$ cat src/rtl/alu_4bit_if.sv
// Operand, control and status bundle for one 4-bit ALU slice.
interface alu_4bit_if;
    logic [3:0] a;
    logic [3:0] b;
    logic       cin;
    logic       less;
    logic [2:0] op;
    logic [3:0] result;
    logic       cout;
    logic       G;
    logic       P;
    logic       set;
    logic       overflow;
    logic       zero;

    // Driver side: supplies operands and control, observes the slice outputs.
    modport master (
        output a, b, cin, less, op,
        input  result, cout, G, P, set, overflow, zero
    );

    // ALU slice side.
    modport slave (
        input  a, b, cin, less, op,
        output result, cout, G, P, set, overflow, zero
    );
endinterface

$ cat src/rtl/alu_4bit.sv
// 4-bit ALU slice: AND / OR / ADD-SUB / SLT with carry-lookahead group
// outputs and a combinational set bit for SLT cascading. Result and flags
// are registered with one cycle of latency.
module alu_4bit (
    input  logic     clk,
    input  logic     rst,
    alu_4bit_if.slave bus
);

    logic [3:0] bb;
    logic [3:0] p;
    logic [3:0] g;
    logic [3:0] sum;
    logic [3:0] result_next;
    logic       c0, c1, c2, c3, c4;
    logic       ovf_n;

    // Operand conditioning, bitwise terms and flattened lookahead carries.
    always_comb begin
        bb  = bus.op[2] ? ~bus.b : bus.b;
        p   = bus.a ^ bb;
        g   = bus.a & bb;
        c0  = bus.cin;
        c1  = g[0] | (p[0] & c0);
        c2  = g[1] | (p[1] & g[0]) | (p[1] & p[0] & c0);
        c3  = g[2] | (p[2] & g[1]) | (p[2] & p[1] & g[0])
                   | (p[2] & p[1] & p[0] & c0);
        c4  = g[3] | (p[3] & g[2]) | (p[3] & p[2] & g[1])
                   | (p[3] & p[2] & p[1] & g[0])
                   | (p[3] & p[2] & p[1] & p[0] & c0);
        sum   = p ^ {c3, c2, c1, c0};
        ovf_n = c4 ^ c3;
    end

    // Group terms exclude cin so an external lookahead unit can combine slices.
    assign bus.P   = &p;
    assign bus.G   = g[3] | (p[3] & g[2]) | (p[3] & p[2] & g[1])
                   | (p[3] & p[2] & p[1] & g[0]);
    // True sign of the signed sum; never looks at less, so less may be tied to it.
    assign bus.set = sum[3] ^ ovf_n;

    // Result mux by operation.
    always_comb begin
        result_next = 4'b0000;
        unique case (bus.op[1:0])
            2'b00:   result_next = bus.a & bb;
            2'b01:   result_next = bus.a | bb;
            2'b10:   result_next = sum;
            2'b11:   result_next = {3'b000, bus.less};
            default: result_next = 4'b0000;
        endcase
    end

    // Output registers; reset wins over any input activity.
    always_ff @(posedge clk) begin
        if (rst) begin
            bus.result   <= 4'b0000;
            bus.cout     <= 1'b0;
            bus.overflow <= 1'b0;
            bus.zero     <= 1'b1;
        end else begin
            bus.result   <= result_next;
            bus.cout     <= c4;
            bus.overflow <= ovf_n;
            bus.zero     <= (result_next == 4'b0000);
        end
    end

endmodule

$ cat src/flat_wrapper.sv
// flat-port wrapper written by rule: the top's interface ports become plain ports
module alu_4bit_flat 
  (clk, rst, bus_a, bus_b, bus_cin, bus_less, bus_op, bus_result, bus_cout, bus_G, bus_P, bus_set, bus_overflow, bus_zero);
  alu_4bit_if bus_i ();
  input  logic clk;
  input  logic rst;
  input wire logic [$bits(bus_i.a)-1:0] bus_a;
  input wire logic [$bits(bus_i.b)-1:0] bus_b;
  input wire logic [$bits(bus_i.cin)-1:0] bus_cin;
  input wire logic [$bits(bus_i.less)-1:0] bus_less;
  input wire logic [$bits(bus_i.op)-1:0] bus_op;
  output wire logic [$bits(bus_i.result)-1:0] bus_result;
  output wire logic [$bits(bus_i.cout)-1:0] bus_cout;
  output wire logic [$bits(bus_i.G)-1:0] bus_G;
  output wire logic [$bits(bus_i.P)-1:0] bus_P;
  output wire logic [$bits(bus_i.set)-1:0] bus_set;
  output wire logic [$bits(bus_i.overflow)-1:0] bus_overflow;
  output wire logic [$bits(bus_i.zero)-1:0] bus_zero;
  assign bus_i.a = bus_a;
  assign bus_i.b = bus_b;
  assign bus_i.cin = bus_cin;
  assign bus_i.less = bus_less;
  assign bus_i.op = bus_op;
  assign bus_result = bus_i.result;
  assign bus_cout = bus_i.cout;
  assign bus_G = bus_i.G;
  assign bus_P = bus_i.P;
  assign bus_set = bus_i.set;
  assign bus_overflow = bus_i.overflow;
  assign bus_zero = bus_i.zero;
  alu_4bit u_core (.clk(clk), .rst(rst), .bus(bus_i));
endmodule
$ cat config.mk
export PLATFORM = sky130hd
export DESIGN_NAME = alu_4bit_flat
export DESIGN_NICKNAME = d
export VERILOG_FILES = /design/src/rtl/alu_4bit_if.sv /design/src/rtl/alu_4bit.sv /design/src/flat_wrapper.sv
export SDC_FILE = /design/constraint.sdc
export NUM_CORES = 1
export LEC_CHECK = 0
export ABC_CLOCK_PERIOD_IN_PS = 2200
export BUFFER_PORTS_ARGS = -buffer_cell sky130_fd_sc_hd__buf_2
export CELL_PAD_IN_SITES_DETAIL_PLACEMENT = 0
export CELL_PAD_IN_SITES_GLOBAL_PLACEMENT = 1
export CORE_MARGIN = 2
export CORE_UTILIZATION = 34
export CTS_CLUSTER_SIZE = 16
export DETAILED_ROUTE_END_ITERATION = 8
export PLACE_DENSITY_LB_ADDON = 0.12
export SLEW_MARGIN = 20
export SYNTH_ARGS = -nofsm -noshare
export SYNTH_HDL_FRONTEND = slang
export SYNTH_SLANG_ARGS = --single-unit
$ cat constraint.sdc
create_clock -name clk -period 2.2 [get_ports clk]
set_input_delay 0 -clock clk [delete_from_list [all_inputs] [get_ports clk]]
set_output_delay 0 -clock clk [all_outputs]
set_load 0.01 [all_outputs]
==> metrics.csv, run 1 <==
metric;value;unit
initial DRC count;8;
Slew headroom;69.0;%
IO buf count;24;
Area Growth Syn to Fin;26.3;%
Hold Fails Final Rpt;0;
CTS max path bufs;2;
clock root buffer;clkbuf_4;
minimum clock period;1.81;ns
cts repair resizes;0;
Distinct cells, synth;28;
fmax;554;MHz
Main synth FF type;dfxtp_1;
register area share after synthesis;21.7;%
post-synthesis cell count;71;
WL per Instance;9.50;um
#FFs+latches synth;7;
Die Footprint;0.00227;mm2
Residual DRC;0;
data required time of the worst path;2.20;ns
HPWL after DPL;996;um
Final Max Tran Viols;0;
Crit. End Element;output port;
largest stage delay on the critical path;0.36;ns
fin area;817;um2
period utilization;82.1;%
Layout fillers;195;
final WL;1170;um
crit path DAT;1.81;ns
CP max FO;5;
TritonCTS clock tree;built;
total congestion overflow;0;
vias in the first global route;511;
syn nets;95;
outcome;completed;
met2 WL;529;um
Clock Pin Slew Worst Setup and Hold Paths;0.05;ns
largest net degree at the start of global routing;10;
layout cell share with drive strength beyond 1;35.7;%
crit path kind;input port to output port;
initial core utilization;36.7;%
met3 wire length;82;um
Die H;47.6;um
worst min path class;input port to flip-flop;
setup TNS;0;ns
Post-CTS Hold Fix Bufs;0;
DR pass1 iterations;4;
# setup viols final;0;
Avg Inst Size Synth;9.11;um2
Top Metal Used;met4;
hold path depth;2;
Max-cap violations;0;
ant diodes;0;
ys async rst share;0;%
Crit path top cell by count;buf_2;
die width;47.6;um
H-tree depth;1;
Worst Tran Pin Value;0.464;ns
first-pass GRT wire length;2010;um
worst path cell trace;buf_2 -> xor2_1 -> inv_1 -> ha_1 -> a21oi_1 -> o21ai_0 -> buf_4 -> nor2_1 -> mux2_2 -> buf_2;
Worst IR Drop VDD;0.170;mV
core area;0.00176;mm2
All-Layer GR Usage;12.7;%
Num CTS Buffers;3;
EDFF count, synth;0;
Top-Level Pins;25;
most frequent cells in the layout;24 x buf_2, 13 x inv_1, 8 x ha_1;
post-synthesis instance area;647;um2
ANT nets after route;0;
WL met1;528;um
Placed Area;791;um2
Final #Nets;123;
initial antenna violation count;0;
RSZ-0062 raised after global routing;false;
row count;15;
commonest non-fill, non-tap cell in the layout;buf_2;
vias per cell;4.46;
P_leak;0.434;nW
Placer Congestion;0.745;
Yosys warning count;0;
P per Cell Area;559;mW/mm2
slowest CP cell;ha_1;
Vias;548;
worst hold slack;0.00674;ns
Startpoint Class;input port;
Post-CTS Setup Bufs;0;
CTS sink cnt;7;
-- final cells by class --
class	count	area, um2	share of cell area [%]
clock buffers	4	26.3	3.22
repair buffers	25	128	15.6
flip-flops and latches	7	140	17.2
multi-input cells	49	443	54.2
inverters	13	48.8	5.97
well taps	25	31.3	3.83
-- routing by layer --
layer  track usage, %  up-vias
li1                 -      298
met1             15.3      227
met2             20.8       19
met3             1.13        4
met4             9.73        0
met5                0        -
-- flip-flops by register name, summed over array words and instances (netlist names) --
name and cells:
u_core.bus.zero 1, u_core.bus.overflow 1, u_core.bus.result 4, u_core.bus.cout 1
-- synthesized netlist by cell type (all sizes together) (2+ instances only) --
cell type,instances,area (um2)
dfxtp,7,140
ha,8,100
a21o,2,15.0
mux2i,3,30.0
a21oi,2,10.0
a211oi,2,15.0
nor3b,2,15.0
nor3,2,10.0
inv,13,48.8
o21ai,2,10.0
xor2,5,43.8
nor2,7,26.3
-- path summary, 6_finish.rpt --
check	start	end
worst min-delay path	rst	u_core.bus.cout
worst max-delay path	bus_op[2]	bus_set
-- worst max-delay path, delay by kind of cell --
family / cells / cell delay, ns
xor+xnor: 1 / 0.19
buf+inv: 4 / 0.53
compound gates: 2 / 0.42
simple gates: 1 / 0.03
mux: 1 / 0.25
fa+ha+maj: 1 / 0.36
-- cells by family (layout without fill, tap and decap cells) --
family                     count (synthesis)  after routing  share of synthesized area (%)
AOI/OAI and AO/OA                         13             13                           17.6
xor gates and xnor gates                   6              6                           8.12
adders and majority gates                  9              9                           18.6
buffers and inverters                     15             42                           9.86
DFF                                        7              7                           21.7
muxes                                      5              5                           9.86
and+or+nand+nor                           16             16                           14.3
-- metrics by stage --
stage	setup WS, ns	std cells	util [%]	power, mW
5_1_grt	0.214	123	46.3	0.500
4_1_cts	0.393	123	46.3	0.464
2_1_floorplan	0.455	71	-	0.286
3_5_place_dp	0.186	119	44.8	0.349
6_report	0.394	123	46.3	0.457
3_3_place_gp	0.238	119	44.8	0.348
-- where the power goes --
group,leakage (nW),switching (mW),internal (mW)
Clock,0.0150,0.0435,0.0689
Sequential,0.0581,0.00230,0.142
Combinational,0.361,0.104,0.0954
Power figures use the tool's default switching activity.
==> run 2, diff against run 1 <==
Settings changed: ABC_CLOCK_PERIOD_IN_PS 2200 to 1700.
Clock period 2.2 ns to 1.7 ns, I/O delays scaled along.
==> metrics.csv, run 2 (synthesized netlist as in run 1, its figures left out) <==
metric;value;unit;change
initial DRC count;11;;+3
CTS sink cnt;7;;unchanged
crit path DAT;1.77;ns;-0.04 ns
CP max FO;4;;-1
Placed Cells;125;;+5.0%
worst min path class;input port to flip-flop;;
final WL;1220;um;+4.8%
Finished Layout Cells;130;;+5.7%
Final #Nets;130;;+5.7%
die width;47.6;um;unchanged
P per Cell Area;678;mW/mm2;+21%
vias in the first global route;549;;+7.4%
Sequential cell area;140;um2;unchanged
Num CTS Buffers;3;;unchanged
Crit. End Element;flip-flop;;
Hold Fails Final Rpt;0;;unchanged
data required time of the worst path;1.84;ns;-0.36 ns
ANT nets after route;0;;unchanged
Area Growth Syn to Fin;44.3;%;
initial antenna violation count;0;;unchanged
clock root buffer;clkbuf_4;;
TritonCTS clock tree;built;;
Worst Tran Pin Value;0.457;ns;-0.00671 ns
hold path depth;2;;unchanged
Vias;594;;+8.4%
Final Max Tran Viols;0;;unchanged
H-tree depth;1;;unchanged
Die H;47.6;um;unchanged
Slew headroom;69.5;%;+0.45 points
Placer Congestion;0.760;;+1.9%
ant diodes;0;;unchanged
Die Footprint;0.00227;mm2;unchanged
crit path kind;input port to flip-flop;;
Reg with most FFs;u_core.bus.result;;
WL per Instance;9.42;um;-0.85%
setup TNS;0;ns;unchanged
layout cell share with drive strength beyond 1;46.7;%;+11 points
period utilization;95.8;%;
Clock Pin Slew Worst Setup and Hold Paths;0.05;ns;about the same
RSZ-0062 raised after global routing;false;;
Startpoint Class;input port;;
Largest register FFs;4;;unchanged
CTS max path bufs;2;;unchanged
Final Power;0.633;mW;+39%
Post-CTS Hold Fix Bufs;0;;unchanged
fmax;614;MHz;
worst hold slack;0.0124;ns;+0.00569 ns
Max-cap violations;0;;unchanged
first-pass GRT wire length;2050;um;+1.7%
core area;0.00176;mm2;unchanged
outcome;completed;;
Layout fillers;190;;-2.6%
Residual DRC;0;;unchanged
DR pass1 iterations;4;;unchanged
total congestion overflow;0;;unchanged
All-Layer GR Usage;12.6;%;-0.17 points
Worst IR Drop VDD;0.245;mV;+44%
vias per cell;4.57;;+2.6%
HPWL after DPL;1040;um;+4.2%
initial core utilization;36.7;%;unchanged
Multi-input gate area;504;um2;+14%
IO buf count;24;;unchanged
largest net degree at the start of global routing;10;;unchanged
commonest non-fill, non-tap cell in the layout;buf_2;;
P_leak;0.477;nW;+9.9%
Top-Level Pins;25;;unchanged
most frequent cells in the layout;23 x buf_2, 13 x inv_1, 9 x buf_4;;
# setup viols final;0;;unchanged
minimum clock period;1.63;ns;
row count;15;;unchanged
run 2: area by class of cell:
cell class | instances | share of cell area, %
multi-input cells | 49 | 54.0
clock buffers | 4 | 2.82
repair buffers | 32 | 19.6
flip-flops and latches | 7 | 15.0
inverters | 13 | 5.23
well taps | 25 | 3.35
run 2: metrics by stage:
| stage | area (um2) | setup WS [ns] | util, % |
|---|---|---|---|
| floorplan | 654 | 0.0188 | - |
| finish | 933 | 0.0718 | 52.9 |
| global placement | 843 | -0.195 | 47.8 |
| detailed placement | 843 | -0.222 | 47.8 |
| global route | 933 | 0.00265 | 52.9 |
| CTS | 882 | 0.00407 | 50.0 |
run 2: repair_timing:
item / CTS / global route
resized for setup: 2 / 8
setup buffers: 0 / 1
hold endpoints to repair: 0 / 0
endpoints found under the setup margin: 1 / 2
pin swaps: 0 / 3
run 2: worst max-delay path: stages:
cell and delay, ns:
buf_4 0.15, xor2_4 0.18, fa_1 0.42, mux4_2 0.48
o31a_1 0.28, a2111oi_4 0.26
run 2: worst paths after layout:
check / from / end / slack, ns
max: bus_op[2] / u_core.bus.zero / 0.07
min: rst / u_core.bus.cout / 0.01
run 2: power breakdown:
part | internal [mW] | leakage (nW) | switching (mW) | total (mW)
combinational | 0.154 | 0.404 | 0.150 | 0.304
clock | 0.0890 | 0.0150 | 0.0524 | 0.141
sequential | 0.184 | 0.0581 | 0.00333 | 0.188
run 2: per-layer routing:
| metal | track usage, % | wire, um |
|---|---|---|
| met1 | 15.7 | 526 |
| met2 | 21.4 | 611 |
| met3 | 0 | 76 |
| met4 | 8.11 | 10 |
| met5 | 0 | 0 |
==> run 3, diff against run 2 <==
Settings changed: PLACE_DENSITY set to 0.74, PLACE_DENSITY_LB_ADDON 0.12 to not set.
==> metrics.csv, run 3 (synthesized netlist as in run 1, its figures left out) <==
metric;value;unit;change
period utilization;95.6;%;-0.15 points
Placed Area;851;um2;+0.89%
Hold Fails Final Rpt;0;;unchanged
Die H;47.6;um;unchanged
crit path kind;input port to flip-flop;;
hold path depth;2;;unchanged
HPWL after DPL;1050;um;+1.1%
vias per cell;4.51;;-1.3%
Final Max Tran Viols;0;;unchanged
Worst Tran Pin Value;0.459;ns;+0.00213 ns
P per Cell Area;684;mW/mm2;+0.89%
CTS sink cnt;7;;unchanged
min-delay src;rst;;
GR Layer Usage met3;1.13;%;+1.1 points
Placer Congestion;0.740;;-2.5%
DR pass1 iterations;4;;unchanged
Area Growth Syn to Fin;44.9;%;
Startpoint Class;input port;;
Top-Level Pins;25;;unchanged
Slew headroom;69.3;%;-0.14 points
initial DRC count;4;;-7
Hold Path End;u_core.bus.overflow;;
WL per Instance;9.64;um;+2.4%
Placed Cells;126;;+0.80%
fin area;937;um2;+0.40%
Largest register FFs;4;;unchanged
Final #Nets;131;;+0.77%
Num CTS Buffers;3;;unchanged
vias in the first global route;463;;-16%
largest net degree at the start of global routing;10;;unchanged
row count;15;;unchanged
P_leak;0.482;nW;+0.93%
Clock Pin Slew Worst Setup and Hold Paths;0.05;ns;about the same
IO buf count;24;;unchanged
final WL;1260;um;+3.2%
Max-cap violations;0;;unchanged
Residual DRC;0;;unchanged
outcome;completed;;
met2 Use GR;18.6;%;-2.7 points
Crit. End Element;flip-flop;;
Vias;591;;-0.51%
initial antenna violation count;0;;unchanged
commonest non-fill, non-tap cell in the layout;buf_2;;
Die Footprint;0.00227;mm2;unchanged
Worst Setup SP;bus_op[2];;
ANT nets after route;0;;unchanged
H-tree depth;1;;unchanged
initial core utilization;36.7;%;unchanged
fmax;615;MHz;+0.15%
die width;47.6;um;unchanged
pre-CTS WS;-0.211;ns;+0.0109 ns
total congestion overflow;0;;unchanged
clock root buffer;clkbuf_4;;
worst min path class;input port to flip-flop;;
ant diodes;0;;unchanged
core area;0.00176;mm2;unchanged
slowest CP cell;mux4_2;;
worst path cell trace;buf_4 -> xor2_4 -> fa_1 -> mux4_2 -> o31a_1 -> a2111oi_4;;
setup ws final;0.0743;ns;+0.00249 ns
crit path DAT;1.78;ns;about the same
most frequent cells in the layout;23 x buf_2, 13 x inv_1, 10 x buf_4;;
TritonCTS clock tree;built;;
minimum clock period;1.63;ns;-0.00249 ns
CP max FO;4;;unchanged
CTS max path bufs;2;;unchanged
Worst IR Drop VDD;0.258;mV;+5.5%
# setup viols final;0;;unchanged
layout cell share with drive strength beyond 1;46.2;%;-0.44 points
M1 GR Usage;14.3;%;-1.4 points
Finished Layout Cells;131;;+0.77%
largest stage delay on the critical path;0.47;ns;about the same
data required time of the worst path;1.85;ns;about the same
busiest layer in global routing;met2;;
worst hold slack;0.0135;ns;+0.00112 ns
Layout fillers;193;;+1.6%
Reg with most FFs;u_core.bus.result;;
All-Layer GR Usage;11.5;%;-1.0 points
first-pass GRT wire length;1810;um;-11%
[run 3: layout make-up]
cell class,instances,area [um2],share of cell area (%)
Clock buffer,4,26.3,2.80
Multi-Input combinational cell,49,500,53.4
Inverter,13,48.8,5.21
Sequential cell,7,140,15.0
Timing Repair Buffer,33,190,20.3
Tap cell,25,31.3,3.34
[run 3: report_power, final]
part	internal [mW]	total, mW	switching (mW)
clock network	0.0891	0.144	0.0547
logic	0.158	0.309	0.151
registers	0.184	0.188	0.00363
total	0.431	0.641	0.209
[run 3: timing repair]
| item | CTS | global route |
|---|---|---|
| pin swaps | 0 | 2 |
| setup endpoints to repair | 1 | 2 |
| hold endpoints to repair | 0 | 0 |
| hold buffers | 0 | 0 |
| buffers inserted | 0 | 1 |
| gates resized for setup | 1 | 9 |
[run 3: worst max-delay path: cells and delay by family]
kind | cells | cell delay [ns]
buffers and inverters | 1 | 0.15
multiplexers | 1 | 0.47
XOR/XNOR | 1 | 0.19
adder cells (fa/ha/maj) | 1 | 0.42
AO/OA/AOI/OAI | 2 | 0.54
[run 3: per-layer routing]
metal	vias to the layer above	wire, um
li1	309	-
met1	256	563
met2	22	596
met3	4	76
met4	0	27
met5	-	0
[run 3: worst max path at each step]
| stage | endpoint | slack [ns] | cells after the start |
|---|---|---|---|
| after floorplan | u_core.bus.zero | 0.02 | 5 |
| after global placement | u_core.bus.zero | -0.20 | 8 |
| after CTS | bus_set | 0.008 | 10 |
| after global routing | bus_set | -0.005 | 11 |
| after detailed placement | u_core.bus.zero | -0.21 | 8 |
| final | u_core.bus.zero | 0.07 | 6 |
[run 3: through the flow]
stage | power [mW] | TNS, ns | util (%)
2_1_floorplan | 0.371 | 0 | -
3_3_place_gp | 0.471 | -0.310 | 48.2
3_5_place_dp | 0.475 | -0.371 | 48.2
4_1_cts | 0.621 | 0 | 49.7
5_1_grt | 0.689 | -0.00500 | 53.1
6_report | 0.641 | 0 | 53.1
